### src/rtl/iter_shift_unit.sv
// -----------------------------------------------------------------------------
// iter_shift_unit
//
// Iterative barrel-shifter replacement: a single one-bit shifter stepped once
// per clock. An accepted operand is loaded into the accumulator, shifted
// n times (n derived from SHIFT and SHIFT_OP at accept), then held in DONE
// until the downstream consumer takes it with OUT_READY.
//
// Operations (SHIFT_OP):
//   00 logical left, 01 logical right, 10 arithmetic right, 11 rotate right
//
// Effective count n:
//   ops 00/01/10 : min(SHIFT, DATA_W)   -- saturates, so large shifts give
//                                          all-zero or all-sign results
//   op  11       : SHIFT mod DATA_W     -- rotating by DATA_W is the identity
//
// Handshake:
//   IN_READY  is high only in IDLE; an accept happens on an edge with
//             IN_READY && IN_VALID.
//   OUT_VALID is high only in DONE; DONE -> IDLE on an edge with OUT_READY.
//   BUSY      is high in SHIFT and DONE.
//
// RESET is synchronous and active-high and wins over every other event on
// the same edge; an operation in flight is dropped without a result.
//
// DATA_W is expected to be a power of two (rotate count uses the low bits
// of SHIFT).
// -----------------------------------------------------------------------------
module iter_shift_unit #(
    parameter int DATA_W = 8
) (
    input  logic              CLK,
    input  logic              RESET,
    input  logic              IN_VALID,
    output logic              IN_READY,
    input  logic [DATA_W-1:0] IN_DATA,
    input  logic [DATA_W-1:0] SHIFT,
    input  logic [1:0]        SHIFT_OP,
    output logic              OUT_VALID,
    input  logic              OUT_READY,
    output logic [DATA_W-1:0] OUT,
    output logic              BUSY
);

    // Count must be able to hold DATA_W itself (saturated shifts).
    localparam int CNT_W = $clog2(DATA_W + 1);
    // Number of SHIFT bits that matter for a rotate.
    localparam int ROT_W = $clog2(DATA_W);

    localparam logic [DATA_W-1:0] SHIFT_SAT = DATA_W'(DATA_W);
    localparam logic [CNT_W-1:0]  CNT_SAT   = CNT_W'(DATA_W);
    localparam logic [CNT_W-1:0]  CNT_ONE   = CNT_W'(1);

    typedef enum logic [1:0] {
        OP_SLL = 2'b00,
        OP_SRL = 2'b01,
        OP_SRA = 2'b10,
        OP_ROR = 2'b11
    } shift_op_t;

    typedef enum logic [1:0] {
        ST_IDLE  = 2'b00,
        ST_SHIFT = 2'b01,
        ST_DONE  = 2'b10
    } state_t;

    state_t            state;
    shift_op_t         op;
    logic [DATA_W-1:0] acc;
    logic [CNT_W-1:0]  count;

    logic [CNT_W-1:0]  eff_cnt;
    logic [DATA_W-1:0] step_acc;

    // Effective shift count for the operand set presented this cycle.
    always_comb begin
        // NOTE: every combinational output gets a default first so that no
        // path through the block leaves it unassigned (which would infer a latch).
        eff_cnt = '0;
        if (shift_op_t'(SHIFT_OP) == OP_ROR) begin
            eff_cnt = CNT_W'(SHIFT[ROT_W-1:0]);
        end else if (SHIFT >= SHIFT_SAT) begin
            eff_cnt = CNT_SAT;
        end else begin
            eff_cnt = CNT_W'(SHIFT);
        end
    end

    // One-bit step of the accumulator for the registered operation.
    always_comb begin
        step_acc = acc;
        case (op)
            OP_SLL:  step_acc = {acc[DATA_W-2:0], 1'b0};
            OP_SRL:  step_acc = {1'b0, acc[DATA_W-1:1]};
            OP_SRA:  step_acc = {acc[DATA_W-1], acc[DATA_W-1:1]};
            OP_ROR:  step_acc = {acc[0], acc[DATA_W-1:1]};
            default: step_acc = acc;
        endcase
    end

    // Control FSM, datapath registers and registered handshake outputs.
    always_ff @(posedge CLK) begin
        // NOTE: sequential state uses non-blocking assignments so every
        // register samples pre-edge values, independent of statement order.
        if (RESET) begin
            state     <= ST_IDLE;
            op        <= OP_SLL;
            acc       <= '0;
            count     <= '0;
            OUT_VALID <= 1'b0;
            BUSY      <= 1'b0;
            IN_READY  <= 1'b1;
        end else begin
            case (state)
                ST_IDLE: begin
                    if (IN_VALID) begin
                        acc      <= IN_DATA;
                        op       <= shift_op_t'(SHIFT_OP);
                        count    <= eff_cnt;
                        BUSY     <= 1'b1;
                        IN_READY <= 1'b0;
                        if (eff_cnt == '0) begin
                            state     <= ST_DONE;
                            OUT_VALID <= 1'b1;
                        end else begin
                            state     <= ST_SHIFT;
                            OUT_VALID <= 1'b0;
                        end
                    end
                end

                ST_SHIFT: begin
                    acc   <= step_acc;
                    count <= count - CNT_ONE;
                    if (count == CNT_ONE) begin
                        state     <= ST_DONE;
                        OUT_VALID <= 1'b1;
                    end
                end

                ST_DONE: begin
                    // Result is held until consumed; no accept on this edge.
                    if (OUT_READY) begin
                        state     <= ST_IDLE;
                        OUT_VALID <= 1'b0;
                        BUSY      <= 1'b0;
                        IN_READY  <= 1'b1;
                    end
                end

                default: begin
                    state     <= ST_IDLE;
                    OUT_VALID <= 1'b0;
                    BUSY      <= 1'b0;
                    IN_READY  <= 1'b1;
                end
            endcase
        end
    end

    // The accumulator is the result in every state.
    assign OUT = acc;

endmodule

### config.mk
export PLATFORM = sky130hd
export DESIGN_NAME = iter_shift_unit
export DESIGN_NICKNAME = d
export VERILOG_FILES = /design/src/rtl/iter_shift_unit.sv
export SDC_FILE = /design/constraint.sdc
export NUM_CORES = 1
export LEC_CHECK = 0
export CAP_MARGIN = 20
export CORE_MARGIN = 2
export CORE_UTILIZATION = 30
export CTS_BUF_LIST = sky130_fd_sc_hd__clkbuf_4
export DETAILED_ROUTE_END_ITERATION = 7
export SLEW_MARGIN = 5
export SYNTH_ARGS = -nofsm -noshare
export SYNTH_HDL_FRONTEND = slang
export SYNTH_SLANG_ARGS = --single-unit
export TNS_END_PERCENT = 1
### constraint.sdc
create_clock -name CLK -period 4.8 [get_ports CLK]
set_clock_uncertainty 0.2 [all_clocks]
set_input_delay 0.96 -clock CLK [delete_from_list [all_inputs] [get_ports CLK]]
set_output_delay 0.96 -clock CLK [all_outputs]
set_load 0.1 [all_outputs]
# --- Yosys cells after proc, flatten, opt, wreduce, memory -nomap -nowiden ---
# Index checks and enable logic that the tools add are counted.
totals:
  out_inout_bits: 11
  ff_bits: 19
  word_cells: 53
  inputBits: 22
classes:
  n_mux: 22
  n_bitwise: 1
  eq_ne: 11
  magnitude_cmp: 1
  reduce_logical: 9
  addsub: 1
op_table:
  columns: ["cell", "n"]
  rows:
  - ["$pmux W8 S4", 1]
  - ["$pmux W8 S2", 1]
  - ["$mux W4", 3]
  - ["$pmux W1 S3", 3]
  - ["$reduce_and A3 Y1", 3]
  - ["$eq A2 B2 Y1 const B", 4]
  - ["$ge A8 B4 Y1 const B", 1]
  - ["$mux W2", 4]
  - ["$mux W8", 1]
  - ["$ne A2 B2 Y1 const B", 4]
  - ["$pmux W4 S2", 1]
  - ["$mux W1", 7]
  - ["$pmux W2 S3", 1]
  - ["$eq A2 B1 Y1 const B", 2]
  - ["$eq A4 B1 Y1 const B", 1]
  - ["$logic_not A2 Y1", 2]
  - ["$logic_not A4 Y1", 1]
  - ["$reduce_and A2 Y1", 2]
  - ["$sub A4 B1 Y4 const B", 1]
  - ["$reduce_bool A2 Y1", 1]
  - ["$not A1 Y1", 1]

# --- Depth between registers and ports, before layout ---
# Gate-level depths: netlist of run 1.
depth:
  word_depth: 7
  mapped_depth: 6
  mapped_depth_nobuf: 6

# --- Worst setup path after synthesis of run 1 ---
# No wires, ideal clock.
synth_path:
  path_type: "input-to-reg"
  start: "input SHIFT[7]"
  end: "register OUT_VALID"
  path_buffers: 0
  stages: 4
  t_arrival_ps: 2053
  path_slack_ps: 2443
  setup_ps: 103
  t_required_ps: 4497
  path_cell_list: "or4_4 o21ai_4 nand2_2 a2111oi_2"
synth_between:
  elab_chain_cells: 7
synth_lines:
  columns: ["item", "line", "source"]
  rows:
  - ["start: declaration", "37", "input logic [DATA_W-1:0] SHIFT,"]
  - ["$ge A8 B4 Y1", "82", "end else if (SHIFT >= SHIFT_SAT) begin"]
  - ["$mux W4", "82", null]
  - ["$mux W4", "80", "if (shift_op_t'(SHIFT_OP) == OP_ROR) begin"]
  - ["$logic_not A4 Y1", "122", "if (eff_cnt == '0) begin"]
  - ["$mux W1", "122", null]
  - ["$mux W1", "116", "if (IN_VALID) begin"]
  - ["$pmux W1 S3", "114", "case (state)"]
  - ["end signal: assignment", "110", "OUT_VALID <= 1'b0;"]
  - ["end signal: assignment", "124", "OUT_VALID <= 1'b1;"]
  - ["end signal: assignment", "127", "OUT_VALID <= 1'b0;"]
  - ["end: declaration", "39", "output logic OUT_VALID,"]
# Every way passes these cells. The select of a mux whose other input is x is not followed.
# A chain may end at the register's enable or synchronous reset.

# --- Worst setup path after layout of run 1 ---
layout_path:
  start: "register OUT_VALID"
  end: "output OUT_VALID"
# No word-level cell between the ends.

==> impl_metrics.ini, run 1 <==
[outcome]
status = finished clean

[clock_tree]
cts_resized = 0
cts_max_level = 1
number_of_buffers_inserted_during_clock_tree_synthesis = 3
tritoncts = done
post_cts.repair.setup_buffers = 0
insertion_delay_ns = 0.29
path_clk_slew_ns = 0.10
cts_hold_buffers = 0
cts.sinks = 18
root_buffer_cell = sky130_fd_sc_hd__clkbuf_4
cts-root-to-sink-buffers = 2

[floorplanning]
die_x_um = 61.7
design.die.area_sq_um = 3810
ioPinCount = 33
initial_utilization_pct = 32.2
core_area_sq_um = 3100
placement_rows = 20
floorplan.die.height_um = 61.7

[global_route]
grt_pass1_vias = 959
grt_antenna_before_repair = 0
grt_max_degree = 19
wire_length_of_the_first_global_routing_pass_mm = 4.11
track_usage_pct = 14.6
globalRouteOverflowTotal = 0

[timing]
setup_violations = 0
worst-slew-pin-transition_ns = 0.974
max_freq_mhz = 324
finalHoldViolCount = 0
tns_ns = 0
slew-limit-headroom_pct = 34.8
finalMaxSlewViolations = 0
grt_setup_unrepaired = false
finalWorstPathRequiredPeriod_ns = 3.08
timing.final.crit_share_pct = 64.3

[yosys]
synth_area_leader_cell = sky130_fd_sc_hd__dfxtp_1
sequential_area_share_after_synthesis_pct = 36.1
ys.flop_type = sky130_fd_sc_hd__dfxtp_1
yosys-top-cells-area = sky130_fd_sc_hd__dfxtp_1 36%, sky130_fd_sc_hd__a21oi_1 7.5%, sky130_fd_sc_hd__nor2_1 6.0%, sky130_fd_sc_hd__mux2i_1 5.0%, sky130_fd_sc_hd__nor3_1 3.5%
synth.top_cells.by_count = 18 x sky130_fd_sc_hd__dfxtp_1, 16 x sky130_fd_sc_hd__nor2_1, 15 x sky130_fd_sc_hd__a21oi_1
yosys.cell_count.top_type = sky130_fd_sc_hd__dfxtp_1
ys_async_sr_fraction_pct = 0
synth_warnings = 0
post_synthesis_cell_type_count = 33
syn-mean-instance-area_sq_um = 8.25
postSynthRegisterBits = 18
netlist_instances = 121
fraction_of_post_synthesis_cell_area_in_the_top_cell_type_by_area_pct = 36.1
post_synth_instance_area_sq_um = 998
post_synthesis_net_count = 145
synth_edf_count = 0

[min_path]
worstHoldStart = OUT[7]
hp-class = reg2reg
worstHoldPathCells = 2
worstHoldEndpoint = OUT[7]

[placed_design]
routabilityCongestion = 0.777
dp_hpwl_mm = 1.83
dpl-instance-area_sq_um = 1350
port-buffer-count = 32

[finish]
final_core_util_pct = 44.2
drive_gt1_share_pct = 11.3
finish.net_count = 176
area_growth_pct = 37.5
antennaDiodeCount = 0
finish.instance_area_sq_um = 1370

[setup_path]
worstSetupPathDepth = 1
timing.critical_path.max_delay_family = buffers and inverters
timing.critical_path.required_ns = 3.64
r2r_setup_slack_ns = 2.78
path_cells = clkdlybuf4s50_1
worstReg2RegEnd = count[3]
worstPathMaxFanout = 8
crit_path_end_kind = primary output
cp_num_buf_inv = 1
cp_slowest_cell = sky130_fd_sc_hd__clkdlybuf4s50_1
arrival_ns = 1.92
critPathKind = reg2out
slowest_delay_ns = 1.18
cp_launch_type = flip-flop
r2r.worst_path.cells = 3
r2r_start = state[0]

[power_and_ir_drop]
p_leak_nw = 0.532
ir_drop_uv = 124
cellPowerDensity_nw_per_um2 = 362

[drt]
detail_route.vias_per_cell = 5.02
drt-pass1-iter-count = 4
drc_marker_count_from_the_first_detailed_route_iteration = 35
route.antenna.remaining_nets = 0
number_of_remaining_drc_errors = 0
via_count = 973
totalWireLength_mm = 2.55
wl_per_cell_um = 13.1

[run]
cap_violations = 0
==> cell families after synthesis <==
family | count (synthesis) | share of synthesized area (%)
mux | 8 | 8.40
compound gates | 35 | 25.7
flops | 18 | 36.1
simple gates | 44 | 21.9
fa+ha+maj | 2 | 2.51
buf+inv | 14 | 5.39
==> worst max path at each step <==
stage | startpoint | end | slack, ns
6_report | OUT_VALID | OUT_VALID | 1.72
3_5_place_dp | SHIFT[7] | OUT_VALID | 1.94
4_1_cts | OUT_VALID | OUT_VALID | 1.70
2_1_floorplan | SHIFT[7] | OUT_VALID | 2.44
3_3_place_gp | SHIFT[7] | OUT_VALID | 2.01
5_1_grt | OUT_VALID | OUT_VALID | 1.63
==> per-stage QoR <==
step                      hold WS, ns  worst slack, ns  total power, mW  instances
after floorplan                 0.313             2.44            0.364        121
after global placement          0.266             2.01            0.422        191
after detailed placement        0.264             1.94            0.424        191
after CTS                       0.278             1.70            0.500        194
after global routing            0.311             1.63            0.529        194
final                           0.275             1.72            0.497        194
==> sequential cells by signal, summed over array words and instances (netlist names) <==
register   count
BUSY           1
IN_READY       1
op             2
OUT_VALID      1
state          1
OUT            8
count          4
==> metal layers <==
layer	track usage, %	wire (um)	vias up
li1	-	-	493
met1	18.4	1180	443
met2	23.8	1130	35
met3	3.52	225	2
met4	6.08	12	0
met5	0	0	-
==> layout make-up <==
| type | count | area (sq um) |
|---|---|---|
| multi-input combinational | 89 | 584 |
| fill | 341 | 1730 |
| timing repair buffer | 32 | 320 |
| sequential | 18 | 360 |
| clock buffer | 3 | 22.5 |
| tap | 44 | 55.1 |
| inverter | 8 | 30.0 |
==> where the power goes <==
part	switching [mW]	leakage, nW	internal, mW
clock	0.0463	0.0138	0.0291
combinational	0.150	0.369	0.0790
sequential	0.0232	0.149	0.169
==> layout by cell type (no fill, tap or decap), drive strengths merged <==
cell type / n
a2111oi: 1
a211o: 1
a211oi: 4
a21oi: 15
a221oi: 1
a22oi: 1
and3: 1
clkbuf: 3
clkdlybuf4s50: 32
dfxtp: 18
ha: 2
inv: 8
mux2: 3
mux2i: 5
nand2: 6
nand2b: 5
nand3: 3
nand3b: 1
nand4: 2
nor2: 17
nor3: 7
o21a: 1
o21ai: 2
o21ba: 2
o21bai: 1
o221a: 3
o22ai: 2
o31a: 1
or3b: 1
or4: 1
(Power assumes the default switching activity.)
==> run 2: changes to the inputs <==
Clock period 4.8 ns to 2.9 ns, I/O delays scaled along.
==> impl_metrics.ini, run 2 (synthesis results as in run 1) <==
[timing]
max_freq_mhz = 474
finalMaxSlewViolations = 0
slew-limit-headroom_pct = 54.0
hold_ws_ns = 0.280
finalWorstPathRequiredPeriod_ns = 2.11
timing.final.crit_share_pct = 72.7
setup_violations = 0
grt_setup_unrepaired = false
finalHoldViolCount = 0
worst-slew-pin-transition_ns = 0.688
tns_ns = 0

[setup_path]
path_cells = clkdlybuf4s50_1, or4_4, o21ai_4, nand2_2, a2111oi_2
timing.critical_path.required_ns = 2.90
critPathKind = in2reg
timing.critical_path.max_delay_family = simple AND/OR/NAND/NOR gates
cp_slowest_cell = sky130_fd_sc_hd__or4_4
cp_num_buf_inv = 1
slowest_delay_ns = 0.54
arrival_ns = 2.11
cp_launch_type = input pin
worstPathMaxFanout = 6
crit_path_end_kind = flip-flop

[power_and_ir_drop]
ir_drop_uv = 152
finalPower_mw = 0.816
p_leak_nw = 0.550
cellPowerDensity_nw_per_um2 = 605

[outcome]
status = finished clean

[global_route]
track_usage_pct = 13.5
grt_antenna_before_repair = 0
globalRouteOverflowTotal = 0
wire_length_of_the_first_global_routing_pass_mm = 3.81
grt_max_degree = 19
grt_pass1_vias = 887

[min_path]
hp-class = reg2reg

[finish]
drive_gt1_share_pct = 18.5
most_frequent_cells_in_the_layout = 21 x sky130_fd_sc_hd__clkdlybuf4s50_1, 18 x sky130_fd_sc_hd__dfxtp_1, 16 x sky130_fd_sc_hd__nor2_1, 15 x sky130_fd_sc_hd__a21oi_1, 11 x sky130_fd_sc_hd__buf_4
final-instance-count-excl-fill = 195
finish.net_count = 176
area_growth_pct = 35.1
antennaDiodeCount = 0
final_common_cell = sky130_fd_sc_hd__clkdlybuf4s50_1
largest_register_ffs = 8
finish.instance_area_sq_um = 1350

[clock_tree]
path_clk_slew_ns = 0.10
cts_resized = 0
cts_hold_buffers = 0
tritoncts = done
number_of_buffers_inserted_during_clock_tree_synthesis = 3
post_cts.repair.setup_buffers = 0
cts_max_level = 1
insertion_delay_ns = 0.30
root_buffer_cell = sky130_fd_sc_hd__clkbuf_4
cts-root-to-sink-buffers = 2
cts.sinks = 18

[drt]
drt-pass1-iter-count = 4
detail_route.vias_per_cell = 4.96
totalWireLength_mm = 2.39
route.antenna.remaining_nets = 0
via_count = 967
drc_marker_count_from_the_first_detailed_route_iteration = 50
wl_per_cell_um = 12.3
number_of_remaining_drc_errors = 0

[floorplanning]
initial_utilization_pct = 32.2
die_x_um = 61.7
design.die.area_sq_um = 3810
placement_rows = 20
ioPinCount = 33
floorplan.die.height_um = 61.7
core_area_sq_um = 3100

[placed_design]
dpl-instance-area_sq_um = 1320
dp_hpwl_mm = 1.81
port-buffer-count = 32
routabilityCongestion = 0.720
dp_cells = 191

[run]
cap_violations = 0
[run 2: through the flow]
| stage | setup WS, ns | util [%] |
|---|---|---|
| final | 0.791 | 43.5 |
| after detailed placement | 0.464 | 42.6 |
| after global routing | 0.727 | 43.5 |
| after global placement | 0.479 | 42.6 |
| after floorplan | 0.699 | - |
| after CTS | 0.791 | 43.5 |
[run 2: layer usage]
layer	vias up	part of all wire, %	track usage, %
met4	0	0.88	3.65
met2	31	46	23.2
met5	-	0	0
met1	441	46	17.0
li1	493	-	-
met3	2	7.2	3.11
[run 2: final timing paths]
kind            start   endpoint  slack, ns  cells past startpoint
max          SHIFT[7]  OUT_VALID       0.79                      5
min            OUT[7]     OUT[7]       0.28                      2
max reg2reg  state[0]   count[3]       0.92                      3
min reg2reg    OUT[7]     OUT[7]       0.28                      2
[run 2: cell type report]
cell class / count / area, sq um
Clock buffer: 3 / 22.5
Clock inverter: 1 / 3.75
Fill cell: 324 / 1750
Inverter: 8 / 30.0
Multi-Input combinational cell: 89 / 584
Sequential cell: 18 / 360
Tap cell: 44 / 55.1
Timing Repair Buffer: 32 / 293
[run 2: power breakdown]
group          switching, mW  leakage, nW  internal (mW)
Clock                 0.0792       0.0154         0.0501
Sequential            0.0385        0.149          0.280
Combinational          0.245        0.385          0.124
[run 2: worst reg2reg max path: stages, from the launching register on]
cell                       delay (ns)
sky130_fd_sc_hd__dfxtp_1         0.67
sky130_fd_sc_hd__o21bai_1        0.36
sky130_fd_sc_hd__or3b_2          0.54
sky130_fd_sc_hd__a21oi_1         0.14
==> run 3: changes to the inputs <==
Clock period 2.9 ns to 1.92 ns, I/O delays scaled along.
==> impl_metrics.ini, run 3 (synthesis results as in run 1) <==
[outcome]
status = finished clean

[placed_design]
routabilityCongestion = 0.809
dpl-instance-area_sq_um = 1550
dp_hpwl_mm = 2.08
port-buffer-count = 32

[setup_path]
worstReg2RegEnd = count[3]
cp_slowest_cell = sky130_fd_sc_hd__or4_4
worstPathMaxFanout = 4
worst_setup_path_endpoint = count[2]
r2r.worst_path.cells = 3
path_cells = clkdlybuf4s50_1, or4_4, o21ai_4, buf_4, nand4_1, a21oi_1
r2r_start = state[0]
timing.critical_path.max_delay_family = simple AND/OR/NAND/NOR gates
cp_num_buf_inv = 2
arrival_ns = 1.91
critPathKind = in2reg
cp_launch_type = input pin
r2r_setup_slack_ns = 0.20
timing.critical_path.required_ns = 1.94
timing.critical_path.from = SHIFT[3]
slowest_delay_ns = 0.54
worstSetupPathDepth = 6
crit_path_end_kind = flip-flop

[finish]
final_core_util_pct = 51.2
finish.instance_area_sq_um = 1590
drive_gt1_share_pct = 25.2
final_common_cell = sky130_fd_sc_hd__clkdlybuf4s50_1
area_growth_pct = 59.3
finish.net_count = 188
most_frequent_cells_in_the_layout = 21 x sky130_fd_sc_hd__clkdlybuf4s50_1, 17 x sky130_fd_sc_hd__dfxtp_1, 16 x sky130_fd_sc_hd__nor2_1, 15 x sky130_fd_sc_hd__a21oi_1, 12 x sky130_fd_sc_hd__buf_4
largest_register_ffs = 8
antennaDiodeCount = 0

[floorplanning]
design.die.area_sq_um = 3810
core_area_sq_um = 3100
placement_rows = 20
initial_utilization_pct = 32.2
floorplan.die.height_um = 61.7
ioPinCount = 33
die_x_um = 61.7

[clock_tree]
cts_hold_buffers = 0
path_clk_slew_ns = 0.10
cts_max_level = 1
tritoncts = done
number_of_buffers_inserted_during_clock_tree_synthesis = 3
post_cts.repair.setup_buffers = 0
cts-root-to-sink-buffers = 2
cts_resized = 0
root_buffer_cell = sky130_fd_sc_hd__clkbuf_4
cts.sinks = 18
insertion_delay_ns = 0.29

[drt]
drt-pass1-iter-count = 4
route.antenna.remaining_nets = 0
via_count = 1041
number_of_remaining_drc_errors = 0
detail_route.vias_per_cell = 5.03
totalWireLength_mm = 2.66
wl_per_cell_um = 12.9
drc_marker_count_from_the_first_detailed_route_iteration = 31

[timing]
finalMaxSlewViolations = 0
worst-slew-pin-transition_ns = 0.462
tns_ns = 0
finalHoldViolCount = 0
finalWorstPathRequiredPeriod_ns = 1.89
max_freq_mhz = 528
setup_violations = 0
slew-limit-headroom_pct = 69.1
timing.final.crit_share_pct = 98.6

[global_route]
wire_length_of_the_first_global_routing_pass_mm = 4.50
grt_max_degree = 11
track_usage_pct = 15.5
grt_pass1_vias = 1034
globalRouteOverflowTotal = 0
grt_antenna_before_repair = 0

[power_and_ir_drop]
ir_drop_uv = 314
p_leak_nw = 0.648
cellPowerDensity_nw_per_um2 = 863

[min_path]
hp-class = reg2reg

[run]
cap_violations = 0
[run 3: per-layer routing]
metal / vias to the layer above / routed length [um] / GRT usage [%]
met5: - / 0 / 0
met4: 0 / 9 / 3.65
met3: 2 / 183 / 2.69
met2: 37 / 1260 / 27.7
met1: 480 / 1210 / 19.3
li1: 522 / - / -
[run 3: how the worst min path moves through the flow]
stage	startpoint	endpoint	slack, ns	cells past startpoint
after global routing	OUT[7]	OUT[7]	0.36	2
after global placement	OUT[7]	OUT[7]	0.30	2
after floorplan	op[0]	op[0]	0.31	2
after CTS	OUT[7]	OUT[7]	0.32	2
final	OUT[7]	OUT[7]	0.32	2
after detailed placement	OUT[7]	OUT[7]	0.31	2
[run 3: metrics by stage]
step	setup WS [ns]	hold WS (ns)	power (mW)	std cells
3_3_place_gp	-0.262	0.303	1.17	203
5_1_grt	-0.00125	0.360	1.45	207
4_1_cts	0.0243	0.323	1.38	207
2_1_floorplan	0.0422	0.313	0.909	121
6_report	0.0273	0.324	1.37	207
3_5_place_dp	-0.279	0.308	1.18	203
[run 3: worst register-to-register path, cell delays in order (launching register included)]
cell and delay, ns:
sky130_fd_sc_hd__dfxtp_1 0.57, sky130_fd_sc_hd__o21bai_1 0.23, sky130_fd_sc_hd__or3b_2 0.51, sky130_fd_sc_hd__a21oi_1 0.14
[run 3: layout make-up]
class / count / area [sq um]
Fill cell: 321 / 1510
Inverter: 8 / 30.0
Clock buffer: 3 / 22.5
Tap cell: 44 / 55.1
Sequential cell: 18 / 362
Multi-Input combinational cell: 89 / 597
Clock inverter: 1 / 3.75
Timing Repair Buffer: 44 / 520
[run 3: power by group]
part	switching (mW)	total, mW	internal [mW]
clock network	0.123	0.199	0.0755
logic	0.388	0.680	0.291
registers	0.0716	0.495	0.423
